`config.mk`:
```
export PLATFORM = sky130hd
export DESIGN_NAME = memory_cycle
export DESIGN_NICKNAME = d
export VERILOG_FILES = /design/src/rtl/memory_cycle.sv
export SDC_FILE = /design/constraint.sdc
export NUM_CORES = 1
export LEC_CHECK = 0
export CAP_MARGIN = 20
export CORE_AREA = 2 2 107 109
export CTS_BUF_LIST = sky130_fd_sc_hd__clkbuf_4 sky130_fd_sc_hd__clkbuf_8
export DETAILED_ROUTE_END_ITERATION = 16
export DIE_AREA = 0 0 109 111
export GPL_TIMING_DRIVEN = 0
export PLACE_DENSITY = 0.83
export SLEW_MARGIN = 20
export SYNTH_ARGS = -nofsm -noshare
export SYNTH_HDL_FRONTEND = slang
export SYNTH_SLANG_ARGS = --single-unit
```
`constraint.sdc`:
```
create_clock -name clk -period 5 [get_ports clk]
set_clock_uncertainty 0.1 [all_clocks]
set_input_delay 1.5 -clock clk [delete_from_list [all_inputs] [get_ports clk]]
set_output_delay 1.5 -clock clk [all_outputs]
set_load 0.02 [all_outputs]
```
`src/rtl/memory_cycle.sv`:
```
// MEM stage: data-memory request/ack handshake with an ack timeout, plus the MEM/WB pipeline register.
// Build option: define MEM_ALIGN_CHECK_EN to add a word-alignment check and the misalign_err output.
module memory_cycle #(
  parameter int unsigned ACK_TIMEOUT = 16
) (
  input  logic        clk,
  input  logic        rst,
  input  logic        RegWriteM,
  input  logic        MemtoRegM,
  input  logic        MemWriteM,
  input  logic [4:0]  WriteRegM,
  input  logic [31:0] ALUOutM,
  input  logic [31:0] WriteDataM,
  output logic        dmem_req,
  output logic        dmem_we,
  output logic [31:0] dmem_addr,
  output logic [31:0] dmem_wdata,
  input  logic [31:0] dmem_rdata,
  input  logic        dmem_ack,
  output logic        StallM,
  output logic        dmem_err,
`ifdef MEM_ALIGN_CHECK_EN
  output logic        misalign_err,
`endif
  output logic        RegWriteW,
  output logic        MemtoRegW,
  output logic [4:0]  WriteRegW,
  output logic [31:0] ReadDataW,
  output logic [31:0] ALUOutW,
  output logic [31:0] ResultW
);

  typedef enum logic [1:0] {IDLE, WAIT, ERROR} state_e;

  localparam logic [7:0] CNT_LAST = 8'(ACK_TIMEOUT - 1);

  state_e      state_q, state_d;
  logic [7:0]  cnt_q, cnt_d;
  logic        err_q, err_d;
  logic        access, is_load, misalign;
  logic        capture, misalign_cap;

  logic        regwrite_q, memtoreg_q;
  logic [4:0]  writereg_q;
  logic [31:0] readdata_q, aluout_q;

  assign access  = MemtoRegM | MemWriteM;
  assign is_load = access & ~MemWriteM;

`ifdef MEM_ALIGN_CHECK_EN
  assign misalign     = access & (ALUOutM[1:0] != 2'b00);
  assign misalign_err = misalign_cap;
`else
  assign misalign     = 1'b0;
`endif

  // The bus is driven straight from EX/MEM; upstream holds these stable while StallM=1.
  assign dmem_we    = MemWriteM;
  assign dmem_addr  = ALUOutM;
  assign dmem_wdata = WriteDataM;
  assign dmem_err   = err_q;

  always_comb begin
    state_d      = state_q;
    cnt_d        = cnt_q;
    err_d        = err_q;
    dmem_req     = 1'b0;
    StallM       = 1'b0;
    capture      = 1'b0;
    misalign_cap = 1'b0;
    case (state_q)
      IDLE: begin
        if (access && misalign) begin
          capture      = 1'b1;
          misalign_cap = 1'b1;
        end else if (access) begin
          dmem_req = 1'b1;
          if (dmem_ack) begin
            capture = 1'b1;
          end else begin
            StallM  = 1'b1;
            state_d = WAIT;
            cnt_d   = '0;
          end
        end else begin
          capture = 1'b1;
        end
      end
      WAIT: begin
        dmem_req = 1'b1;
        if (dmem_ack) begin
          capture = 1'b1;
          state_d = IDLE;
        end else begin
          StallM = 1'b1;
          // cnt_q counts completed WAIT cycles; the last allowed one without ack ends in ERROR.
          if (cnt_q == CNT_LAST) begin
            state_d = ERROR;
            err_d   = 1'b1;
          end else begin
            cnt_d = cnt_q + 8'd1;
          end
        end
      end
      ERROR: begin
        StallM = 1'b1;
      end
      default: begin
        state_d = IDLE;
      end
    endcase
    // Reset abandons any outstanding access immediately, not just at the edge.
    if (rst) begin
      dmem_req     = 1'b0;
      StallM       = 1'b0;
      capture      = 1'b0;
      misalign_cap = 1'b0;
    end
  end

  always_ff @(posedge clk) begin
    if (rst) begin
      state_q    <= IDLE;
      cnt_q      <= '0;
      err_q      <= 1'b0;
      regwrite_q <= 1'b0;
      memtoreg_q <= 1'b0;
      writereg_q <= '0;
      readdata_q <= '0;
      aluout_q   <= '0;
    end else begin
      state_q <= state_d;
      cnt_q   <= cnt_d;
      err_q   <= err_d;
      if (capture) begin
        regwrite_q <= RegWriteM & ~misalign_cap;
        memtoreg_q <= MemtoRegM;
        writereg_q <= WriteRegM;
        aluout_q   <= ALUOutM;
        if (misalign_cap) begin
          readdata_q <= '0;
        end else if (is_load) begin
          readdata_q <= dmem_rdata;
        end
      end else if (StallM) begin
        // Bubble: kill the write-back controls, leave the data fields as they were.
        regwrite_q <= 1'b0;
        memtoreg_q <= 1'b0;
      end
    end
  end

  assign RegWriteW = regwrite_q;
  assign MemtoRegW = memtoreg_q;
  assign WriteRegW = writereg_q;
  assign ReadDataW = readdata_q;
  assign ALUOutW   = aluout_q;
  assign ResultW   = memtoreg_q ? readdata_q : aluout_q;

endmodule

```
* Word-level counts from Yosys, hierarchy flattened *
Cells that the tools add are included.

storage, ports and cells
  logic and storage cells = 54
  output and inout bits = 171
  bits of input ports = 107
  bits in registers = 82

operators by class
  equality and inequality tests = 8
  muxes and demuxes = 25
  bitwise operators = 5
  reduce and logical (&&, ||, !) cells = 7
  add/sub/neg operators = 1

operator list
  kind                                                                    number
  32-bit two-way mux                                                      1
  8-bit two-way mux                                                       4
  8-bit case mux with 2 select lines                                      1
  1-bit two-way mux                                                       11
  8-bit by 1-bit adder with 8-bit output (second input constant)          1
  8-bit by 4-bit equality test with 1-bit output (second input constant)  1
  2-bit two-way mux                                                       4
  2-bit != test (second input constant)                                   4
  2-bit case mux with 3 select lines                                      1
  5-bit AND reduction                                                     1
  1-bit case mux with 2 select lines                                      2
  4-bit AND reduction                                                     1
  2-bit nonzero test                                                      2
  3-bit != test (second input constant)                                   1
  1-bit NOT                                                               3
  1-bit case mux with 3 select lines                                      1
  3-bit AND reduction                                                     1
  2-bit by 1-bit equality test with 1-bit output (second input constant)  1
  2-bit equality test (second input constant)                             1
  2-bit logical NOT                                                       1
  2-bit AND reduction                                                     1
  1-bit bitwise AND                                                       1
  1-bit OR                                                                1

* Longest topological paths before layout *
Gate-level depths: netlist of the first run.

  word-level depth = 6
  mapped depth = 7
  depth with buffers taken out = 5

* Least setup slack after synthesis of the first run *
No wires, ideal clock.

  kind = input to output
  start = in rst
  end = out dmem_req
  arrival = 2.326 ns
  data required time = 3.400 ns
  buffers on the path = 2
  slack = 1.074 ns
  cell stages on the path = 3
  cells stage by stage = clkbuf_1 clkbuf_1 nor3_1

between the ends
  cells in the longest elaborated chain, start to end = 1

ends and longest elaborated chain
  item               line  text
  from (decl)        7     input logic rst,
  1-bit two-way mux  113   if (rst) begin
  to (decl)          14    output logic dmem_req,

No other way between the ends.

* Final worst setup path of the first run *
  start = in MemWriteM
  end = out StallM

between the ends
  cells in the longest elaborated chain, start to end = 4

ends and longest elaborated chain
  item                                line  text
  from (decl)                         10    input logic MemWriteM,
  1-bit OR                            47    assign access = MemtoRegM | MemWriteM;
  1-bit two-way mux                   76    end else if (access) begin
  1-bit case mux with 3 select lines  71    case (state_q)
  1-bit two-way mux                   113
  to (decl)                           20    output logic StallM,

No other way between the ends.

==> metrics.md, run 1 <==
| Metric | Value |
|---|---|
| LEAKAGE | roughly 2.7 nW |
| Crit path required time | roughly 3.4 ns |
| Hold wc startpoint | dmem_err |
| Initial Util | 0.354 |
| Via density | roughly 4.8 |
| Overall power | approximately 1.7 mW |
| CP arrival | 3.17 ns |
| IO buf count | about 240 |
| Synth Area per Inst | between 8 and 9 um^2 |
| Setup-failing EPs final | 0 |
| CTS tree | built |
| Clock slew at the register clock pins of the worst setup and hold paths | around 0.080 ns |
| Crit-path max FO | 5 |
| Fraction of layout cells with a size suffix above 1 | 0.168 |
| Status | finished clean |
| Die X | around 110 um |
| Slew HR | 0.508 |
| Largest net degree at the start of global routing | 15 |
| Routed WL | between 10000 and 15000 um |
| Crit Path Class | primary input to output port |
| Post-synthesis cell count | 474 |
| Final min period | around 4.8 ns |
| Final HPWL from detailed placement | 10400 um |
| Final worst slack | approximately 0.23 ns |
| Placed cells | between 800 and 900 |
| Mapped Area | 3930 um^2 |
| Number of top-level pins | roughly 280 |
| Sequential fraction of the synthesis area | 0.418 |
| Pre-CTS setup slack | 0.245 ns |
| YS warnings | 0 |
| R2R Path Start | cnt_q[0] |
| First-pass GRT wire length | roughly 21000 um |
| Clk Latency, worst-skew pair | approximately 0.34 ns |
| CTS resizes | 0 |
| Vias in the first global route | 4135 |
| Uppermost layer routed | met4 |
| Clock sink total | slightly above 80 |
| RSZ-0062 raised after global routing | false |
| R2R setup slack | a little under 3 ns |
| Vias after detailed routing | ~4200 |
| Grt ovf | 0 |
| Post-synth ARST share | 0 |
| Cts-stage hold buffer count | 0 |
| Tot GR Track Use | 0.216 |
| Die Span Y | approximately 110 um |
| Diodes inserted | 0 |
| DR iter-0 viols | 196 |
| Clock Path Buffers | 2 |
| Critical Path Start Type | primary input |
| FF+latch count, synth | just over 80 |
| DRT met1 WL | 5120 um |
| Crit. End Element | output port |
| Period utilisation layout | 0.953 |
| Placer Congestion | roughly 0.75 |
| DR pass1 iterations | 4 |
| Cell variety after synth | 36 |
| HP Class | flop to flop |
| Core area | ~11000 um^2 |
| Clk root buf | clkbuf_8 |
| Max IR drop VDD | about 0.15 mV |
| Post-Syn Nets | just under 600 |
| R2R Path End | cnt_q[5] |
| Met3 Routed Length | between 1000 and 1500 um |
| MaxCap Viol Count | 0 |
| Die ar. | roughly 12000 um^2 |
| Least-Margin Pin Slew | around 0.73 ns |
| Power Dens Cells | 251 nW/um^2 |
| Initial antenna violation count | 0 |
| Post-CTS setup buffer count | 0 |
| Worst hold stages | 2 |
| Top FF cell, synth | dfxtp_1 |
| FP Rows | 39 |
| DRC | 0 |
| Post-DRT Antenna Nets | 0 |
| # H-tree levels | 3 |
| Non-filler cells, final | just under 900 |
| CTS Buf Count | 9 |
| P&R area growth vs syn | 72.1% |
| Met2 WL post-DR | around 7200 um |
| Fin. Hold Viols | 0 |
| Setup TNS | 0 ns |
| Nets@finish | 837 |
| Min-Delay Endpoint | dmem_err |
| Max Slew Vio Count | 0 |
| WL per Instance | around 15 um |
| Highest Clock Rate | around 0.21 GHz |
| Post-synth EDFFs | 0 |
| R2R depth | 5 |
==> state kept, by name (all words and copies together), names as in the netlist <==
signal and flops:
ReadDataW 32, RegWriteW 1, dmem_err 1, state_q 2
MemtoRegW 1, ALUOutW 32, WriteRegW 5, cnt_q 8
==> stage by stage <==
step                utilization  cell area, um^2  hold WS (ns)
floorplan                     -             3930         0.352
global placement          0.591             6550         0.343
detailed placement        0.591             6550         0.346
CTS                       0.610             6760         0.360
global route              0.610             6760         0.378
finish                    0.610             6760         0.354
==> power breakdown <==
| part | leakage, nW | switching [mW] | total [mW] | internal [mW] |
|---|---|---|---|---|
| Combinational | 1.92 | 0.220 | 0.479 | 0.259 |
| Sequential | 0.671 | 0.0259 | 0.711 | 0.685 |
| Clock | 0.0996 | 0.250 | 0.503 | 0.253 |
==> metal layers <==
metal  vias to the layer above  global-route usage
li1                       2027                   -
met1                      1924               0.244
met2                       200               0.398
met3                        19              0.0435
met4                         0              0.0667
met5                         -                   0
==> cell usage in the layout (no fill, tap or decap), types with 2 or more instances in the layout <==
| master | count |
|---|---|
| a21oi_1 | 41 |
| buf_2 | 6 |
| buf_4 | 65 |
| clkbuf_1 | 21 |
| clkbuf_8 | 10 |
| clkdlybuf4s50_1 | 244 |
| clkinvlp_4 | 2 |
| dfxtp_1 | 82 |
| inv_1 | 5 |
| mux2_2 | 32 |
| nand2_1 | 141 |
| nand3_1 | 5 |
| nand3b_1 | 37 |
| nand4_1 | 2 |
| nor2_1 | 6 |
| o21ai_0 | 4 |
| o31ai_1 | 2 |
| or3_1 | 3 |
| or4_1 | 2 |
==> final cells by class <==
type                       instances  area (um^2)
clock inverter                     5         62.6
timing repair buffer             244         2440
fill                             939         4320
clock buffer                      11          145
multi-input combinational        295         1670
buffer                            92          597
tap                              143          179
inverter                           5         18.8
sequential                        82         1640
==> synthesized netlist by cell type (4+ instances only) <==
cell type	instances	area (um^2)
o21ai_0	4	20.0
nor2_1	6	22.5
nand3b_1	37	278
inv_1	5	18.8
clkbuf_1	21	78.8
buf_4	65	488
buf_2	6	30.0
nand2_1	141	529
mux2_2	32	360
a21oi_1	41	205
dfxtp_1	82	1640
nand3_1	5	25.0
==> critical path: stages <==
cell	delay (ns)
clkdlybuf4s50_1	0.60
nor3_2	0.11
nand2b_1	0.15
a21oi_1	0.15
clkdlybuf4s50_1	0.65
==> kinds of logic after synthesis <==
group / share of synthesized area
AO/OA/AOI/OAI: 0.0765
AND/OR/NAND/NOR: 0.251
adder cells (fa/ha/maj): 0.00319
buffers and inverters: 0.157
multiplexers: 0.0943
flip-flops: 0.418
==> how the worst max path moves through the flow <==
stage | start | endpoint | slack, ns | cells after the start
final | MemWriteM | StallM | 0.23 | 5
after global routing | MemWriteM | StallM | 0.09 | 5
after CTS | MemWriteM | StallM | 0.23 | 5
after detailed placement | MemWriteM | StallM | 0.25 | 5
after global placement | MemWriteM | StallM | 0.24 | 5
after floorplan | rst | dmem_req | 1.07 | 3
Note: power is estimated with default switching activity, not from simulation.
==> run 2, diff against run 1 <==
Settings changed: ABC_CLOCK_PERIOD_IN_PS set to 5000, SKIP_CTS_REPAIR_TIMING set to 1.
==> results of run 2 <==
Same layout as run 1: the final DEF is identical, and so are final timing and power.
==> run 3, diff against run 2 <==
Settings changed: PLACE_DENSITY 0.83 to 0.79.
==> metrics.md, run 3 (same netlist as run 1, synthesis figures left out) <==
| Metric | Value |
|---|---|
| Final HPWL from detailed placement | 10500 um (was 10400 um) |
| Slew HR | 0.460 (was 0.508) |
| Die Span Y | 111 um (unchanged) |
| MaxCap Viol Count | 0 (unchanged) |
| Vias in the first global route | 4054 (was 4135) |
| Highest Clock Rate | 0.210 GHz (about the same) |
| Clock slew at the register clock pins of the worst setup and hold paths | 0.08 ns (about the same) |
| Max IR drop VDD | 0.122 mV (was 0.147 mV) |
| Commonest non-fill, non-tap cell in the layout | clkdlybuf4s50_1 (unchanged) |
| Clk Latency, worst-skew pair | 0.33 ns (was 0.34 ns) |
| Crit-path max FO | 5 (unchanged) |
| Core area | 11100 um^2 (unchanged) |
| Max Slew Vio Count | 0 (unchanged) |
| Initial Util | 0.354 (unchanged) |
| LEAKAGE | 2.67 nW (was 2.69 nW) |
| Placed cells | 861 (unchanged) |
| CP max stage cell | clkdlybuf4s50_1 (unchanged) |
| HP Class | flop to flop (unchanged) |
| Diodes inserted | 0 (unchanged) |
| Grt ovf | 0 (unchanged) |
| DR pass1 iterations | 5 (was 4) |
| Fraction of layout cells with a size suffix above 1 | 0.166 (was 0.168) |
| CTS tree | built (unchanged) |
| Crit path required time | 3.40 ns (about the same) |
| Critical Path Start Type | primary input (unchanged) |
| Least-Margin Pin Slew | 0.804 ns (was 0.733 ns) |
| CP arrival | 3.17 ns (about the same) |
| Initial antenna violation count | 0 (unchanged) |
| Crit. End Element | output port (unchanged) |
| RSZ-0062 raised after global routing | false (unchanged) |
| Pre-CTS setup slack | 0.269 ns (was 0.245 ns) |
| Power Dens Cells | 239 nW/um^2 (was 251 nW/um^2) |
| Final min period | 4.77 ns (about the same) |
| Die ar. | 12100 um^2 (unchanged) |
| Clock Path Buffers | 2 (unchanged) |
| First-pass GRT wire length | 20300 um (was 20600 um) |
| Vias after detailed routing | 4123 (was 4170) |
| Crit-path cells | clkdlybuf4s50_1 > nor3_2 > nand2b_1 > a21oi_1 > clkdlybuf4s50_1 (unchanged) |
| FP Rows | 39 (unchanged) |
| Max stage delay on crit path | 0.65 ns (about the same) |
| Largest net degree at the start of global routing | 14 (was 15) |
| Tot GR Track Use | 0.213 (was 0.216) |
| Most used cell, CP | clkdlybuf4s50_1 (unchanged) |
| Setup-failing EPs final | 0 (unchanged) |
| Period utilisation layout | 0.953 (about the same) |
| DRC | 0 (unchanged) |
| Fin. Hold Viols | 0 (unchanged) |
| Setup TNS | 0 ns (unchanged) |
| P&R area growth vs syn | 70.9% (was 72.1%) |
| IO buf count | 244 (unchanged) |
| Via density | 4.71 (was 4.75) |
| Crit Path Class | primary input to output port (unchanged) |
| Clk root buf | clkbuf_8 (unchanged) |
| Nets@finish | 837 (unchanged) |
| Fill cells | 965 (was 939) |
| Status | finished clean (unchanged) |
| Number of top-level pins | 278 (unchanged) |
| Post-DRT Antenna Nets | 0 (unchanged) |
| CTS Buf Count | 9 (unchanged) |
| Die X | 109 um (unchanged) |
| Commonest cells after routing, fill and taps aside | 244 x clkdlybuf4s50_1, 141 x nand2_1, 82 x dfxtp_1, 65 x buf_4, 41 x a21oi_1 (unchanged) |
| DR iter-0 viols | 178 (was 196) |
| Placer Congestion | 0.833 (was 0.754) |
| WL per Instance | 15.2 um (was 15.4 um) |
| # H-tree levels | 3 (unchanged) |
| Routed WL | 13300 um (was 13500 um) |
| Clock sink total | 82 (unchanged) |
| Non-filler cells, final | 876 (was 877) |
| Final worst slack | 0.234 ns (about the same) |
[run 3: per-stage QoR]
step	power (mW)	utilization	instance area (um^2)	hold WS (ns)
finish	1.60	0.606	6710	0.360
global route	1.68	0.606	6710	0.382
CTS	1.62	0.606	6710	0.363
detailed placement	1.21	0.591	6550	0.343
global placement	1.20	0.591	6550	0.336
floorplan	0.953	-	3930	0.352
[run 3: path summary, 6_finish.rpt]
| path | startpoint | slack [ns] | cells past startpoint | to |
|---|---|---|---|---|
| hold / removal | dmem_err | 0.36 | 2 | dmem_err |
| setup / recovery | MemWriteM | 0.23 | 5 | StallM |
| setup reg to reg | state_q[0] | 2.80 | 5 | ALUOutW[28] |
| hold reg to reg | dmem_err | 0.36 | 2 | dmem_err |
[run 3: final cells by class]
type                       count  area (um^2)  area share
timing repair buffer         244         2440       0.364
sequential                    82         1640       0.245
multi-input combinational    295         1670       0.249
inverter                       5         18.8     0.00280
clock inverter                 5         32.5     0.00485
buffer                        92          597      0.0889
tap                          143          179      0.0267
clock buffer                  10          131      0.0196
[run 3: report_power, final]
| part | switching [mW] | leakage (nW) | total, mW | internal, mW |
|---|---|---|---|---|
| clock | 0.232 | 0.0776 | 0.414 | 0.182 |
| combinational | 0.219 | 1.92 | 0.478 | 0.259 |
| sequential | 0.0264 | 0.671 | 0.712 | 0.685 |
[run 3: per-layer routing]
metal  vias to the layer above  track usage  part of all wire
li1                       2022            -                 -
met1                      1901        0.230              0.38
met4                         0       0.0752             0.023
met5                         -            0                 0
met2                       175        0.394              0.52
met3                        25       0.0541             0.085
[run 3: critical path: cells and delay by family]
kind	cells	cell delay [ns]
AO/OA/AOI/OAI	1	0.15
buffers and inverters	2	1.25
AND/OR/NAND/NOR	2	0.26
